## src/rtl/chain_code_decoder.sv

```systemverilog
// chain_code_decoder
//
// Rebuilds a 1-bit boundary image from a Freeman 8-direction chain code stream.
// It clears the whole image RAM, plots the start pixel, and then plots one pixel
// for each code it accepts. It reports the contour length, whether the contour
// closed on the start pixel, and any out-of-bounds start or step.
//
// Ports
//   clk_1                rising-edge system clock
//   reset                asynchronous, active-low reset
//   start                begin decode (sampled only while idle)
//   start_x, start_y     start pixel
//   code_valid/ready     code handshake (ready only in RUN)
//   code, code_last      Freeman direction 0..7, final-code marker
//   mem_we/addr/din      registered image RAM write port, addr = y*IMG_W + x
//   busy, done           decode in progress / one-cycle completion pulse
//   closed, err          end == start / out-of-bounds (held until next start)
//   length               accepted in-bounds codes, saturating
//
// state  | meaning
// -------+---------------------------------------------------------
// IDLE   | waiting for start; start and bounds checks happen here
// CLEAR  | writing 0 to every image address, one per cycle
// PLOT   | writing the start pixel
// RUN    | accepting codes, one pixel write per accepted code
// FIN    | single cycle that raises done and drops busy
module chain_code_decoder #(
    parameter int IMG_W = 64,
    parameter int IMG_H = 64,
    parameter int XW    = 6,
    parameter int YW    = 6,
    parameter int AW    = 12,
    parameter int LW    = 12
) (
    input  logic          clk_1,
    input  logic          reset,
    input  logic          start,
    input  logic [XW-1:0] start_x,
    input  logic [YW-1:0] start_y,
    input  logic          code_valid,
    output logic          code_ready,
    input  logic [2:0]    code,
    input  logic          code_last,
    output logic          mem_we,
    output logic [AW-1:0] mem_addr,
    output logic          mem_din,
    output logic          busy,
    output logic          done,
    output logic          closed,
    output logic          err,
    output logic [LW-1:0] length
);

    typedef enum logic [2:0] {
        S_IDLE,
        S_CLEAR,
        S_PLOT,
        S_RUN,
        S_FIN
    } state_t;

    localparam logic [XW:0]   X_LIM     = (XW+1)'(IMG_W);
    localparam logic [YW:0]   Y_LIM     = (YW+1)'(IMG_H);
    localparam logic [AW-1:0] W_AW      = AW'(IMG_W);
    localparam logic [AW-1:0] LAST_ADDR = AW'(IMG_W * IMG_H - 1);

    state_t        state, state_nxt;
    logic [XW-1:0] x, x_nxt, sx, sx_nxt;
    logic [YW-1:0] y, y_nxt, sy, sy_nxt;
    logic [AW-1:0] clr_addr, clr_addr_nxt;
    logic          mem_we_nxt, mem_din_nxt;
    logic [AW-1:0] mem_addr_nxt;
    logic          busy_nxt, done_nxt, closed_nxt, err_nxt;
    logic [LW-1:0] length_nxt;

    // Candidate next coordinate. The step is done one bit wider than the
    // coordinate so that -1 wraps to a large unsigned value; a single
    // unsigned compare against the image size then catches both edges.
    logic [XW:0]   dx_ext, nx_ext;
    logic [YW:0]   dy_ext, ny_ext;
    logic [XW-1:0] nx;
    logic [YW-1:0] ny;
    logic          step_oob, start_oob;

    function automatic logic [AW-1:0] pix_addr(input logic [XW-1:0] px,
                                               input logic [YW-1:0] py);
        return AW'(py) * W_AW + AW'(px);
    endfunction

    always_comb begin
        dx_ext = '0;
        dy_ext = '0;
        case (code)
            3'd0: begin dx_ext = (XW+1)'(1); dy_ext = '0;         end
            3'd1: begin dx_ext = (XW+1)'(1); dy_ext = '1;         end
            3'd2: begin dx_ext = '0;         dy_ext = '1;         end
            3'd3: begin dx_ext = '1;         dy_ext = '1;         end
            3'd4: begin dx_ext = '1;         dy_ext = '0;         end
            3'd5: begin dx_ext = '1;         dy_ext = (YW+1)'(1); end
            3'd6: begin dx_ext = '0;         dy_ext = (YW+1)'(1); end
            default: begin dx_ext = (XW+1)'(1); dy_ext = (YW+1)'(1); end
        endcase
    end

    assign nx_ext    = {1'b0, x} + dx_ext;
    assign ny_ext    = {1'b0, y} + dy_ext;
    assign nx        = nx_ext[XW-1:0];
    assign ny        = ny_ext[YW-1:0];
    assign step_oob  = (nx_ext >= X_LIM) || (ny_ext >= Y_LIM);
    assign start_oob = ({1'b0, start_x} >= X_LIM) || ({1'b0, start_y} >= Y_LIM);

    assign code_ready = (state == S_RUN);

    always_comb begin
        state_nxt    = state;
        x_nxt        = x;
        y_nxt        = y;
        sx_nxt       = sx;
        sy_nxt       = sy;
        clr_addr_nxt = clr_addr;
        mem_we_nxt   = 1'b0;
        mem_addr_nxt = mem_addr;
        mem_din_nxt  = mem_din;
        busy_nxt     = busy;
        done_nxt     = 1'b0;
        closed_nxt   = closed;
        err_nxt      = err;
        length_nxt   = length;

        case (state)
            S_IDLE: begin
                if (start) begin
                    sx_nxt       = start_x;
                    sy_nxt       = start_y;
                    x_nxt        = start_x;
                    y_nxt        = start_y;
                    clr_addr_nxt = '0;
                    closed_nxt   = 1'b0;
                    length_nxt   = '0;
                    if (start_oob) begin
                        // Rejected start finishes immediately; busy stays low
                        // so busy never overlaps a done pulse.
                        err_nxt  = 1'b1;
                        done_nxt = 1'b1;
                        busy_nxt = 1'b0;
                    end else begin
                        err_nxt   = 1'b0;
                        busy_nxt  = 1'b1;
                        state_nxt = S_CLEAR;
                    end
                end
            end

            S_CLEAR: begin
                mem_we_nxt   = 1'b1;
                mem_din_nxt  = 1'b0;
                mem_addr_nxt = clr_addr;
                clr_addr_nxt = clr_addr + 1'b1;
                if (clr_addr == LAST_ADDR) begin
                    state_nxt = S_PLOT;
                end
            end

            S_PLOT: begin
                mem_we_nxt   = 1'b1;
                mem_din_nxt  = 1'b1;
                mem_addr_nxt = pix_addr(sx, sy);
                state_nxt    = S_RUN;
            end

            S_RUN: begin
                if (code_valid) begin
                    if (step_oob) begin
                        err_nxt    = 1'b1;
                        closed_nxt = 1'b0;
                        state_nxt  = S_FIN;
                    end else begin
                        mem_we_nxt   = 1'b1;
                        mem_din_nxt  = 1'b1;
                        mem_addr_nxt = pix_addr(nx, ny);
                        x_nxt        = nx;
                        y_nxt        = ny;
                        if (length != '1) begin
                            length_nxt = length + 1'b1;
                        end
                        if (code_last) begin
                            closed_nxt = (nx == sx) && (ny == sy);
                            state_nxt  = S_FIN;
                        end
                    end
                end
            end

            S_FIN: begin
                done_nxt  = 1'b1;
                busy_nxt  = 1'b0;
                state_nxt = S_IDLE;
            end

            default: state_nxt = S_IDLE;
        endcase
    end

    always_ff @(posedge clk_1 or negedge reset) begin
        if (!reset) begin
            state    <= S_IDLE;
            x        <= '0;
            y        <= '0;
            sx       <= '0;
            sy       <= '0;
            clr_addr <= '0;
            mem_we   <= 1'b0;
            mem_addr <= '0;
            mem_din  <= 1'b0;
            busy     <= 1'b0;
            done     <= 1'b0;
            closed   <= 1'b0;
            err      <= 1'b0;
            length   <= '0;
        end else begin
            state    <= state_nxt;
            x        <= x_nxt;
            y        <= y_nxt;
            sx       <= sx_nxt;
            sy       <= sy_nxt;
            clr_addr <= clr_addr_nxt;
            mem_we   <= mem_we_nxt;
            mem_addr <= mem_addr_nxt;
            mem_din  <= mem_din_nxt;
            busy     <= busy_nxt;
            done     <= done_nxt;
            closed   <= closed_nxt;
            err      <= err_nxt;
            length   <= length_nxt;
        end
    end

endmodule
```

## config.mk

```make
export PLATFORM = sky130hd
export DESIGN_NAME = chain_code_decoder
export DESIGN_NICKNAME = d
export VERILOG_FILES = /design/src/rtl/chain_code_decoder.sv
export SDC_FILE = /design/constraint.sdc
export NUM_CORES = 1
export LEC_CHECK = 0
export ABC_AREA = 0
export ABC_CLOCK_PERIOD_IN_PS = 4490
export CORE_ASPECT_RATIO = 1.2
export CORE_MARGIN = 2
export CORE_UTILIZATION = 50
export DETAILED_ROUTE_END_ITERATION = 12
export PLACE_DENSITY = 0.73
export SYNTH_ARGS = -nofsm -noshare
export SYNTH_HDL_FRONTEND = slang
export SYNTH_SLANG_ARGS = --single-unit
```

## constraint.sdc

```tcl
create_clock -name clk_1 -period 4.49 [get_ports clk_1]
set_input_delay 0.449 -clock clk_1 [delete_from_list [all_inputs] [get_ports clk_1]]
set_output_delay 0.449 -clock clk_1 [all_outputs]
set_load 0.03 [all_outputs]
```

---- Yosys cells after proc, flatten, opt, wreduce, memory -nomap -nowiden ----
Index checks and enable logic that the tools add are counted.
word-level totals
  bits in registers ....................... 69
  input port bits ......................... 20
  output and inout bits ................... 31
cells by class
  add/sub/neg operators ................... 6
  $lt $le $gt $ge ......................... 2
  equality and inequality tests ........... 21
  mux-type cells .......................... 42
  reduce and logical (&&, ||, !) cells .... 22
operators with widths
  operator                                        number
  two-way mux 12 bit                              6
  one-hot mux 12 bit (2 select lines)             2
  two-way mux 6 bit                               6
  one-hot mux 12 bit (3 select lines)             1
  one-hot mux 7 bit (2 select lines)              2
  adder 12 x 1 -> 12 bit (second input constant)  2
  adder 12 x 6 -> 12 bit                          2
  one-hot mux 6 bit (2 select lines)              2
  AND reduction 4 bit                             4
  two-way mux 3 bit                               5
  adder 6 x 7 -> 7 bit                            2
  >= comparator 7 bit (second input constant)     2
  == test 12 bit (second input constant)          1
  == test 3 x 2 -> 1 bit (second input constant)  4
  == test 3 bit (second input constant)           4
  == test 6 bit                                   2
  two-way mux 1 bit                               12
  inequality test 12 bit (second input constant)  1
  one-hot mux 3 bit (4 select lines)              1
  inequality test 2 bit (second input constant)   4
  one-hot mux 1 bit (2 select lines)              4
  == test 3 x 1 -> 1 bit (second input constant)  2
  logical NOT 3 bit                               2
  AND reduction 2 bit                             3
  11 further kinds                                17

---- Depth between registers and ports, before layout ----
Gate-level depths: netlist of the first run.
  word-level depth ........................ 10
  gate-level depth with buffers ........... 14
  gate-level depth less buffers ........... 11

---- Worst setup path before layout of the first run ----
OpenSTA, ideal clock, no wires.
  kind .................................... input -> register
  start point ............................. input code[1]
  end point ............................... register x[1]
  setup time .............................. 0.121 ns
  arrival time ............................ 3.007 ns
  required time ........................... 4.369 ns
  path slack .............................. 1.362 ns
  stages on the path ...................... 14
  path through ............................ nand2b_1 -> o21a_1 -> inv_1 -> fa_1 -> a211oi_2 -> o21ai_1 -> a22o_1 -> or4_1 -> buf_2 -> and2_4 -> buf_6 -> buf_6 -> nand2_1 -> o21ai_1
between the ends
  cells in the longest elaborated chain, start to end .. 8
RTL lines
  item                                                                       RTL line  RTL
  start: declaration                                                         42        input logic [2:0] code,
  == test 3 bit (tied with other cells)                                      93        case (code)
  OR reduction 3 bit (no source line) or OR reduction 2 bit (tied branches)  --
  one-hot mux 7 bit (2 select lines)                                         93
  adder 6 x 7 -> 7 bit (on tied branches)                                    105, 106
  >= comparator 7 bit                                                        109       assign step_oob = (nx_ext >= X_LIM) || (ny_ext >= Y_LIM);
  logical OR 1 bit                                                           109
  inequality test 2 bit (no source line)                                     --
  AND reduction 4 bit (no source line)                                       --
  end signal: assignment                                                     222       x <= x_nxt;
  end: declaration                                                           68        logic [XW-1:0] x, x_nxt, sx, sx_nxt;
Several ways; a longest one is shown, not always the timed one. The select of a mux whose other input is x is not followed.
A chain may end at the register's enable or synchronous reset.

---- Worst setup path after layout of the first run ----
  start point ............................. input code[1]
  end point ............................... register y[1]
between the ends
  cells in the longest elaborated chain, start to end .. 8
RTL lines
  item                                                                       RTL line  RTL
  == test 3 bit (tied with other cells)                                      93
  OR reduction 3 bit (no source line) or OR reduction 2 bit (tied branches)  --
  one-hot mux 7 bit (2 select lines)                                         93
  adder 6 x 7 -> 7 bit (on tied branches)                                    105, 106
  >= comparator 7 bit                                                        109
  logical OR 1 bit                                                           109
  inequality test 2 bit (no source line)                                     --
  AND reduction 4 bit (no source line)                                       --
  end signal: assignment                                                     223       y <= y_nxt;
  end: declaration                                                           69        logic [YW-1:0] y, y_nxt, sy, sy_nxt;
Several ways; a longest one is shown, not always the timed one. The select of a mux whose other input is x is not followed.

==> summary.md, run 1 <==
| Metric | Value |
|---|---|
| I/O Buffers | 50 |
| Die width | 88.2 um |
| Worst-case clock buffer depth | 2 |
| Share of cells above drive strength 1 | 8.13% |
| Seq. cell area | 0.00173 mm^2 |
| Critical Path RT | 4.74 ns |
| Root Buffer Master | clkbuf_8 |
| Fin Setup TNS | 0 ns |
| CTS tree | built |
| Tcrit/Tclk final | 80.7% |
| Clock transition at path regs | 0.08 ns |
| GRT Util Overall | 26.3% |
| Largest net degree at the start of global routing | 39 |
| Tightest Pin Transition | 0.851 ns |
| Place WS | 0.534 ns |
| Clock sink count | 69 |
| Drc violations | 0 |
| Number of global-route vias before repair | 3726 |
| Rows | 36 |
| Synth Cell Area | 0.00426 mm^2 |
| Most common cell after layout, fill and taps aside | dfrtp_1 |
| First-pass GRT wire length | 18.7 mm |
| RSZ-0062 raised after global routing | false |
| Yosys reg bits | 69 |
| Antenna Cells | 0 |
| CTS resizes | 0 |
| Fill count | 746 |
| Status | finished, final reports clean |
| Register area share after synthesis | 40.6% |
| Core ar. | 0.00820 mm^2 |
| Vias per cell | 5.88 |
| Vias | 3782 |
| Min Clock Period, post-route | 3.62 ns |
| Drt pass-1 iters | 5 |
| Initial antenna violation count | 0 |
| Dominant synthesized flop cell | dfrtp_1 |
| DIE HEIGHT | 105 um |
| P&R area growth vs syn | 18.3% |
| Setup WS post-layout | 0.867 ns |
| Leak | 2.22 nW |
| Most frequent cells in the layout | dfrtp_1, nand2_1, clkdlybuf4s50_1 |
| Num CTS Buffers | 9 |
| Max H-tree Level | 3 |
| Arrival @ worst endpoint | 3.88 ns |
| Die Footprint | 0.00927 mm^2 |
| Final Skew | 0.0145 ns |
| Final ANT Viol Nets | 0 |
| Max Cap Viol | 0 |
| Crit path max fanout | 24 |
| GP Congestion | 0.999 |
| # nets final | 561 |
| Final instance area | 0.00504 mm^2 |
| # Post-CTS Setup Buffers | 0 |
| Average routed wire per standard cell | 17.5 um |
| Relative slew slack | 43.3% |
| Syn nets | 517 |
| Max VDD drop | 0.404 mV |
| R2R Setup Slk | 1.35 ns |
| Hold WC Path Type | in2async |
| Max Fclk | 0.276 GHz |
| Worst Setup Start Kind | primary input |
| Mapped Cells | 481 |
| Placed Area | 0.00484 mm^2 |
| Crit end category | register |
| Pwr/cell area | 676 mW/mm^2 |
| Setup CP Type | in2reg |
| Syn Area/Cell | 8.85 um^2 |
| Hold WS | 0.133 ns |
| Slew Limit Fails | 0 |
| Initial drt markers | 245 |
| Post-synth EDFFs | 0 |
| I/O pin count | 51 |
| Area occupied by multi-input gates | 0.00237 mm^2 |
| Synth Warn # | 0 |
| Post-synth ARST share | 100% |
| Final hold violations | 0 |
| Detailed Place HPWL | 8.20 mm |
| Worst skew pair latency | 0.36 ns |
| Drt total wl | 11.3 mm |
| Starting Density | 51.9% |
| Gr ovfl total | 0 |
| Synth unique cells | 65 |
| Final setup viols | 0 |
| Post-CTS Hold Buffers | 0 |
==> per-layer routing <==
| layer | vias to the layer above | track usage (%) | wire (um) |
|---|---|---|---|
| li1 | 1842 | - | - |
| met1 | 1792 | 35.5 | 5170 |
| met2 | 126 | 40.9 | 5300 |
| met3 | 22 | 4.58 | 537 |
| met4 | 0 | 11.7 | 258 |
| met5 | - | 0 | 0 |
==> cells in the mapped netlist (3+ instances only) <==
library cell  count  area (um^2)
dfrtp_1          69         1730
nand2_1          66          248
nor2_1           42          158
o21ai_0          36          180
a21oi_1          23          115
clkbuf_1         18         67.6
ha_1             14          175
a22oi_1          12         90.1
nand3_1          12         60.1
xnor2_1          12          105
inv_1            11         41.3
a21o_1           10         75.1
nand4_1           9         56.3
nor3_1            9         45.0
xor2_1            9         78.8
mux2i_1           8         80.1
o21ai_2           8         70.1
or3_1             7         43.8
a211oi_1          5         37.5
and2_1            5         31.3
and3_1            5         31.3
nor2b_1           5         31.3
o21ai_1           5         25.0
o22ai_1           5         31.3
a22o_1            4         35.0
a31oi_1           4         25.0
nand3b_1          4         30.0
nor3b_1           4         30.0
a221o_1           3         30.0
buf_2             3         15.0
buf_6             3         33.8
nand2b_1          3         18.8
nor4_1            3         18.8
o21bai_1          3         22.5
==> flip-flops by register name (all words and copies together) (netlist names) <==
signal and count:
busy 1, length 12, mem_addr 12, closed 1, done 1, mem_din 1, mem_we 1, sx 6
y 6, clr_addr 12, sy 6, err 1, x 6, state 3
==> report_power, final <==
group	leakage [nW]	internal, mW	switching (mW)
sequential	0.898	0.821	0.175
combinational	1.23	0.728	1.16
clock	0.0968	0.285	0.237
total	2.22	1.83	1.57
==> kinds of logic (layout without fill, tap and decap cells) <==
kind of cell | Yosys count | in the layout | synth area share (%)
adder cells (fa/ha/maj) | 16 | 16 | 5.05
buffers and inverters | 37 | 85 | 3.88
AO/OA/AOI/OAI | 143 | 143 | 22.9
AND/OR/NAND/NOR | 187 | 187 | 21.4
flip-flops | 69 | 69 | 40.6
XOR/XNOR | 21 | 21 | 4.32
multiplexers | 8 | 8 | 1.88
==> critical path, cell delays in order <==
cell and delay [ns]:
clkdlybuf4s50_1 0.55, nand2b_1 0.15, o21a_1 0.17, inv_1 0.13
fa_1 0.46, a211oi_2 0.29, o21ai_1 0.14, a22o_1 0.23
or4_1 0.68, and2_4 0.32, a211oi_2 0.24, a21oi_2 0.04
==> layout make-up <==
type / instances / area share, %
clock buffer: 14 / 3.23
clock inverter: 1 / 0.596
inverter: 12 / 0.894
multi-input combinational: 375 / 47.1
sequential: 69 / 34.3
tap: 114 / 2.83
timing repair buffer: 58 / 11.0
==> through the flow <==
| stage | instances | util, % | total power [mW] |
|---|---|---|---|
| 2_1_floorplan | 481 | - | 2.32 |
| 3_3_place_gp | 628 | 59.1 | 2.84 |
| 3_5_place_dp | 628 | 59.1 | 2.87 |
| 4_1_cts | 643 | 61.4 | 3.40 |
| 5_1_grt | 643 | 61.4 | 3.66 |
| 6_report | 643 | 61.4 | 3.41 |
==> worst paths after layout <==
path | to | startpoint | depth (start not counted)
min in group clk_1 | mem_addr[3] | mem_addr[3] | 1
max | y[1] | code[1] | 12
min | x[0] | reset | 1
max in group asynchronous | clr_addr[11] | reset | 2
max reg2reg | y[1] | x[0] | 9
min reg2reg | mem_addr[3] | mem_addr[3] | 1
Power figures use the tool's default switching activity.
==> run 2: changes to the inputs <==
--- a/config.mk
+++ b/config.mk
@@ -6,12 +6,12 @@
 export NUM_CORES = 1
 export LEC_CHECK = 0
 export ABC_AREA = 0
-export ABC_CLOCK_PERIOD_IN_PS = 4490
+export ABC_CLOCK_PERIOD_IN_PS = 3100
 export CORE_ASPECT_RATIO = 1.2
 export CORE_MARGIN = 2
 export CORE_UTILIZATION = 50
 export DETAILED_ROUTE_END_ITERATION = 12
-export PLACE_DENSITY = 0.73
+export PLACE_DENSITY = 0.76
 export SYNTH_ARGS = -nofsm -noshare
 export SYNTH_HDL_FRONTEND = slang
 export SYNTH_SLANG_ARGS = --single-unit
==> constraint.sdc (replaced) <==
create_clock -name clk_1 -period 3.1 [get_ports clk_1]
set_input_delay 0.31 -clock clk_1 [delete_from_list [all_inputs] [get_ports clk_1]]
set_output_delay 0.31 -clock clk_1 [all_outputs]
set_load 0.03 [all_outputs]
==> summary.md, run 2 (synthesized netlist as in run 1, its figures left out) <==
| Metric | Value |
|---|---|
| Status | finished, final reports clean |
| CTS tree | built |
| Most common cell after layout, fill and taps aside | dfrtp_1 |
| Hold_sp | mem_addr[3] |
| Drt pass-1 iters | 5 (unchanged) |
| Num CTS Buffers | 9 (unchanged) |
| Worst Reg2Reg Path Length in Cells | 9 (unchanged) |
| Min Clock Period, post-route | 3.01 ns |
| Gr ovfl total | 0 (unchanged) |
| Core ar. | 0.00820 mm^2 (unchanged) |
| Most frequent cells in the layout | dfrtp_1, nand2_1, buf_4 |
| Setup CP Type | in2reg |
| Worst reg2reg path endpoint | y[1] |
| Detailed Place HPWL | 9.17 mm (+12%) |
| Fill count | 701 (-6.0%) |
| Crit end category | register |
| Max Fclk | 0.332 GHz |
| Vias per cell | 5.84 (-0.74%) |
| Max Cap Viol | 0 (unchanged) |
| Worst-case clock buffer depth | 2 (unchanged) |
| Starting Density | 51.9% (unchanged) |
| Hold WC Path Type | reg2reg |
| Rows | 36 (unchanged) |
| Max VDD drop | 0.599 mV (+48%) |
| Hold WS | 0.480 ns (+0.347 ns) |
| R2R Setup Slk | 0.30 ns (-1.05 ns) |
| Antenna Cells | 0 (unchanged) |
| Drt total wl | 12.3 mm (+8.9%) |
| GRT Util Overall | 28.3% (+2.0 points) |
| Placed insts | 684 (+8.9%) |
| Largest net degree at the start of global routing | 45 (+15%) |
| Pwr/cell area | 981 mW/mm^2 (+45%) |
| Initial drt markers | 344 (+40%) |
| Final hold violations | 0 (unchanged) |
| Leak | 2.53 nW (+14%) |
| Share of cells above drive strength 1 | 17.9% (+9.8 points) |
| Crit path max fanout | 18 (-25%) |
| Largest regs | clr_addr x12, length x12, mem_addr x12 |
| Die Footprint | 0.00927 mm^2 (unchanged) |
| Final setup viols | 0 (unchanged) |
| Arrival @ worst endpoint | 3.28 ns (-0.60 ns) |
| Clock sink count | 69 (unchanged) |
| Hold path endpoint | mem_addr[3] |
| Worst Setup Start Kind | primary input |
| Relative slew slack | 58.3% (+15 points) |
| Number of global-route vias before repair | 4136 (+11%) |
| Final Skew | 0.00751 ns (-0.00695 ns) |
| Fin cells | 700 (+8.9%) |
| First-pass GRT wire length | 20.4 mm (+9.0%) |
| Final instance area | 0.00552 mm^2 (+9.5%) |
| Die width | 88.2 um (unchanged) |
| I/O Buffers | 50 (unchanged) |
| Final ANT Viol Nets | 0 (unchanged) |
| Tightest Pin Transition | 0.626 ns (-0.225 ns) |
| GP Congestion | 0.889 (-11%) |
| Vias | 4087 (+8.1%) |
| Max H-tree Level | 3 (unchanged) |
| DIE HEIGHT | 105 um (unchanged) |
| Root Buffer Master | clkbuf_8 |
| Tcrit/Tclk final | 97.2% |
| Worst skew pair latency | 0.35 ns (about the same) |
| Reg2reg start | x[0] |
| Placed Area | 0.00530 mm^2 (+9.5%) |
| Clock transition at path regs | 0.07 ns (about the same) |
| # nets final | 618 (+10%) |
| Tot Pwr | 5.41 mW (+59%) |
| Critical Path RT | 3.37 ns (-1.37 ns) |
| I/O pin count | 51 (unchanged) |
| Fin Setup TNS | 0 ns (unchanged) |
| Initial antenna violation count | 0 (unchanged) |
| Slew Limit Fails | 0 (unchanged) |
| P&R area growth vs syn | 29.6% |
| WHS Path Cells | 1 |
| Drc violations | 0 (unchanged) |
| Average routed wire per standard cell | 17.5 um (about the same) |
[run 2: worst max-delay path, cell delays in order]
cell,delay (ns)
clkdlybuf4s50_1,0.46
o21bai_2,0.23
buf_4,0.14
fa_1,0.45
nor2b_2,0.18
o221ai_2,0.14
buf_4,0.16
buf_4,0.12
a22oi_1,0.17
a31oi_1,0.16
buf_4,0.22
or3_1,0.36
a21oi_1,0.18
[run 2: where the power goes]
group          switching (mW)  total [mW]  internal (mW)
clock                   0.330       0.681          0.351
combinational            1.78        3.22           1.44
sequential              0.317        1.51           1.19
total                    2.43        5.41           2.98
[run 2: how the worst max path moves through the flow]
stage          depth (start not counted)         to  slack, ns  startpoint
3_3_place_gp                          12       y[1]      -0.30     code[1]
5_1_grt                               13       x[5]      -0.03     code[2]
6_report                              13  length[8]       0.09     code[2]
2_1_floorplan                         14       x[1]       0.11     code[1]
3_5_place_dp                          12       y[1]      -0.40     code[1]
4_1_cts                               15     closed       0.06     code[0]
[run 2: cell type report]
class | instances | area [um^2] | area share [%]
Inverter | 12 | 45.0 | 0.816
Sequential cell | 69 | 1730 | 31.3
Clock inverter | 1 | 5.00 | 0.0907
Multi-Input combinational cell | 375 | 2400 | 43.5
Clock buffer | 14 | 173 | 3.13
Tap cell | 114 | 143 | 2.59
Timing Repair Buffer | 115 | 1020 | 18.6
[run 2: per-layer routing]
layer | global-route usage (%) | share of wire (%) | wire length, um
met3 | 4.98 | 5.1 | 629
met4 | 8.44 | 1.8 | 225
met2 | 46.2 | 49 | 6070
met5 | 0 | 0 | 0
met1 | 38.2 | 44 | 5350
[run 2: repair_timing]
item                                    CTS  global route
endpoints found under the setup margin    5            30
pin swaps                                 0             3
buffers inserted                          0             0
resized for setup                         2             6
endpoints found under the hold margin    25             0
hold buffers                              1             0
[run 2: metrics by stage]
stage / setup slack, ns / utilization (%)
final: 0.0862 / 67.3
after global placement: -0.302 / 64.7
after CTS: 0.0642 / 67.0
after floorplan: 0.111 / -
after detailed placement: -0.396 / 64.7
after global routing: -0.0307 / 67.3
==> run 3: changes to the inputs <==
--- a/config.mk
+++ b/config.mk
@@ -8,7 +8,6 @@
 export ABC_AREA = 0
 export ABC_CLOCK_PERIOD_IN_PS = 3100
 export CORE_ASPECT_RATIO = 1.2
-export CORE_MARGIN = 2
 export CORE_UTILIZATION = 50
 export DETAILED_ROUTE_END_ITERATION = 12
 export PLACE_DENSITY = 0.76
==> constraint.sdc (replaced) <==
create_clock -name clk_1 -period 3.1 [get_ports clk_1]
set_input_delay 0.93 -clock clk_1 [delete_from_list [all_inputs] [get_ports clk_1]]
set_output_delay 0.93 -clock clk_1 [all_outputs]
set_load 0.03 [all_outputs]
==> summary.md, run 3 (synthesized netlist as in run 1, its figures left out) <==
| Metric | Value |
|---|---|
| Failing checks | setup timing |
| Worst skew pair latency | 0.37 ns (+0.02 ns) |
| Gr ovfl total | 0 (unchanged) |
| Initial antenna violation count | 0 (unchanged) |
| Arrival @ worst endpoint | 3.38 ns (+0.10 ns) |
| Comb power frac | 62.1% (+2.6 points) |
| Largest regs | clr_addr x12, length x12, mem_addr x12 |
| Met3 GRT Util | 5.36% (+0.39 points) |
| Min Clock Period, post-route | 3.13 ns (+0.119 ns) |
| # nets final | 628 (+1.6%) |
| GP Congestion | 1.04 (+17%) |
| Crit path max fanout | 6 (-12) |
| I/O pin count | 51 (unchanged) |
| Fin cells | 710 (+1.4%) |
| Tcrit/Tclk final | 101% (+3.8 points) |
| Drt total wl | 13.1 mm (+7.1%) |
| Initial drt markers | 440 (+28%) |
| Final ANT Viol Nets | 0 (unchanged) |
| Clock transition at path regs | 0.07 ns (about the same) |
| Most frequent cells in the layout | buf_4, dfrtp_1, nand2_1 |
| Die width | 86.2 um (-2.3%) |
| Drc violations | 0 (unchanged) |
| Final core occ | 71.3% (+4.0 points) |
| Most common cell after layout, fill and taps aside | buf_4 |
| Tightest Pin Transition | 0.685 ns (+0.0590 ns) |
| Number of global-route vias before repair | 3994 (-3.4%) |
| P&R area growth vs syn | 37.3% |
| GRT Util Overall | 29.7% (+1.3 points) |
| Int Pwr | 3.14 mW (+5.2%) |
| Slowest stage delay, CP | 0.38 ns (-0.08 ns) |
| Slowest cell on crit path | fa_2 |
| Critical Path RT | 3.35 ns (-0.02 ns) |
| Slew Limit Fails | 0 (unchanged) |
| Detailed Place HPWL | 9.23 mm (+0.66%) |
| Placed insts | 682 (-0.29%) |
| Root Buffer Master | clkbuf_8 |
| Largest net degree at the start of global routing | 42 (-6.7%) |
| Max H-tree Level | 3 (unchanged) |
| Rows | 36 (unchanged) |
| First-pass GRT wire length | 20.0 mm (-2.1%) |
| Max VDD drop | 0.569 mV (-5.0%) |
| Clock sink count | 69 (unchanged) |
| Num CTS Buffers | 9 (unchanged) |
| Worst-case clock buffer depth | 2 (unchanged) |
| Core ar. | 0.00820 mm^2 (unchanged) |
| P_sw | 2.67 mW (+10%) |
| Final setup viols | 2 (+2) |
| RSZ-0062 raised after global routing | true |
| Crit end category | register |
| Grt peak-use layer | met2 |
| Die Footprint | 0.00889 mm^2 (-4.1%) |
| Grt met2 use | 50.7% (+4.5 points) |
| Worst Setup Start Kind | primary input |
| Max Fclk | 0.319 GHz (-3.8%) |
| Starting Density | 51.9% (unchanged) |
| Tot Pwr | 5.81 mW (+7.4%) |
| Share of cells above drive strength 1 | 26.0% (+8.1 points) |
| Cell Chain, Critical Path | buf_2 -> nand2b_4 -> o21a_1 -> inv_2 -> fa_2 -> a211oi_4 -> o21ai_2 -> a22o_1 -> nor4_2 -> o21ai_1 -> buf_4 -> a221o_1 |
| Drt pass-1 iters | 5 (unchanged) |
| I/O Buffers | 50 (unchanged) |
| Final Skew | 0.0106 ns (+0.00312 ns) |
| Status | finished with violations |
| Vias per cell | 6.04 (+3.5%) |
| Clock power frac | 12.2% (-0.4 points) |
| Antenna Cells | 0 (unchanged) |
| Met1 Use GR | 38.1% (-0.092 points) |
| Relative slew slack | 54.3% (-3.9 points) |
| CTS tree | built |
| Vias | 4290 (+5.0%) |
| Leak | 2.60 nW (+3.0%) |
| Switching Share | 46.0% (+1.1 points) |
| Pwr/cell area | 994 mW/mm^2 (+1.3%) |
| DIE HEIGHT | 103 um (-1.9%) |
| Flop pwr share | 25.7% (-2.2 points) |
| Setup CP Type | in2reg |
| Setup WS post-layout | -0.0329 ns (-0.119 ns) |
| Hold WC Path Type | reg2reg |
| Max Cap Viol | 0 (unchanged) |
| Fin Setup TNS | -0.0589 ns (-0.0589 ns) |
| Average routed wire per standard cell | 18.5 um (+5.6%) |
| Final hold violations | 0 (unchanged) |
[run 3: cell types whose count changed in the layout (fill, tap and decap cells not counted), moves of 3 or more]
cell	delta
buf_4	+9
ha_1	-6
ha_4	+5
inv_1	-3
[run 3: critical path: cells and delay by family]
kind / cells / cell delay [ns]
simple gates: 2 / 0.40
buf+inv: 3 / 0.38
fa+ha+maj: 1 / 0.38
compound gates: 6 / 1.30
[run 3: through the flow]
step | hold WS, ns | instance area, um^2 | setup WS, ns
2_1_floorplan | 0.458 | 4390 | -0.289
3_3_place_gp | 0.462 | 5370 | -0.798
3_5_place_dp | 0.473 | 5370 | -0.881
4_1_cts | 0.489 | 5640 | 0.00704
5_1_grt | 0.510 | 5850 | -0.0882
6_report | 0.486 | 5850 | -0.0329
[run 3: layout make-up]
| cell class | instances | area (um^2) |
|---|---|---|
| multi-input combinational | 379 | 2710 |
| tap | 114 | 143 |
| timing repair buffer | 121 | 1040 |
| clock inverter | 1 | 5.00 |
| sequential | 69 | 1730 |
| clock buffer | 14 | 173 |
| fill | 620 | 2350 |
| inverter | 12 | 47.5 |
[run 3: routing by layer]
layer | up-vias | wire length (um)
li1 | 1971 | -
met1 | 2088 | 5560
met2 | 198 | 6500
met3 | 33 | 765
met4 | 0 | 312
met5 | - | 0
[run 3: worst paths after layout]
kind / end / slack [ns] / depth (start not counted) / start
max: mem_addr[1] / -0.03 / 12 / code[2]
min: mem_addr[3] / 0.49 / 1 / mem_addr[3]
max reg2reg: mem_addr[1] / 0.34 / 9 / x[0]
min reg2reg: mem_addr[3] / 0.49 / 1 / mem_addr[3]
max in group asynchronous: clr_addr[0] / 1.84 / 2 / reset
min in group asynchronous: length[6] / 0.60 / 1 / reset
[run 3: what timing repair did]
action	CTS	global route
pin swaps	16	21
endpoints found under the setup margin	43	39
hold buffers	0	0
buffers inserted	6	3
gates cloned	1	3
gates resized for setup	22	29
[run 3: power by group through the flow]
stage	Clock (mW)	Sequential, mW	Combinational, mW
finish	0.708	1.49	3.61
floorplan	0	1.58	1.90
detailed placement	0	1.49	3.21
CTS	0.713	1.48	3.31
global placement	0	1.47	3.14
global route	0.748	1.52	3.85
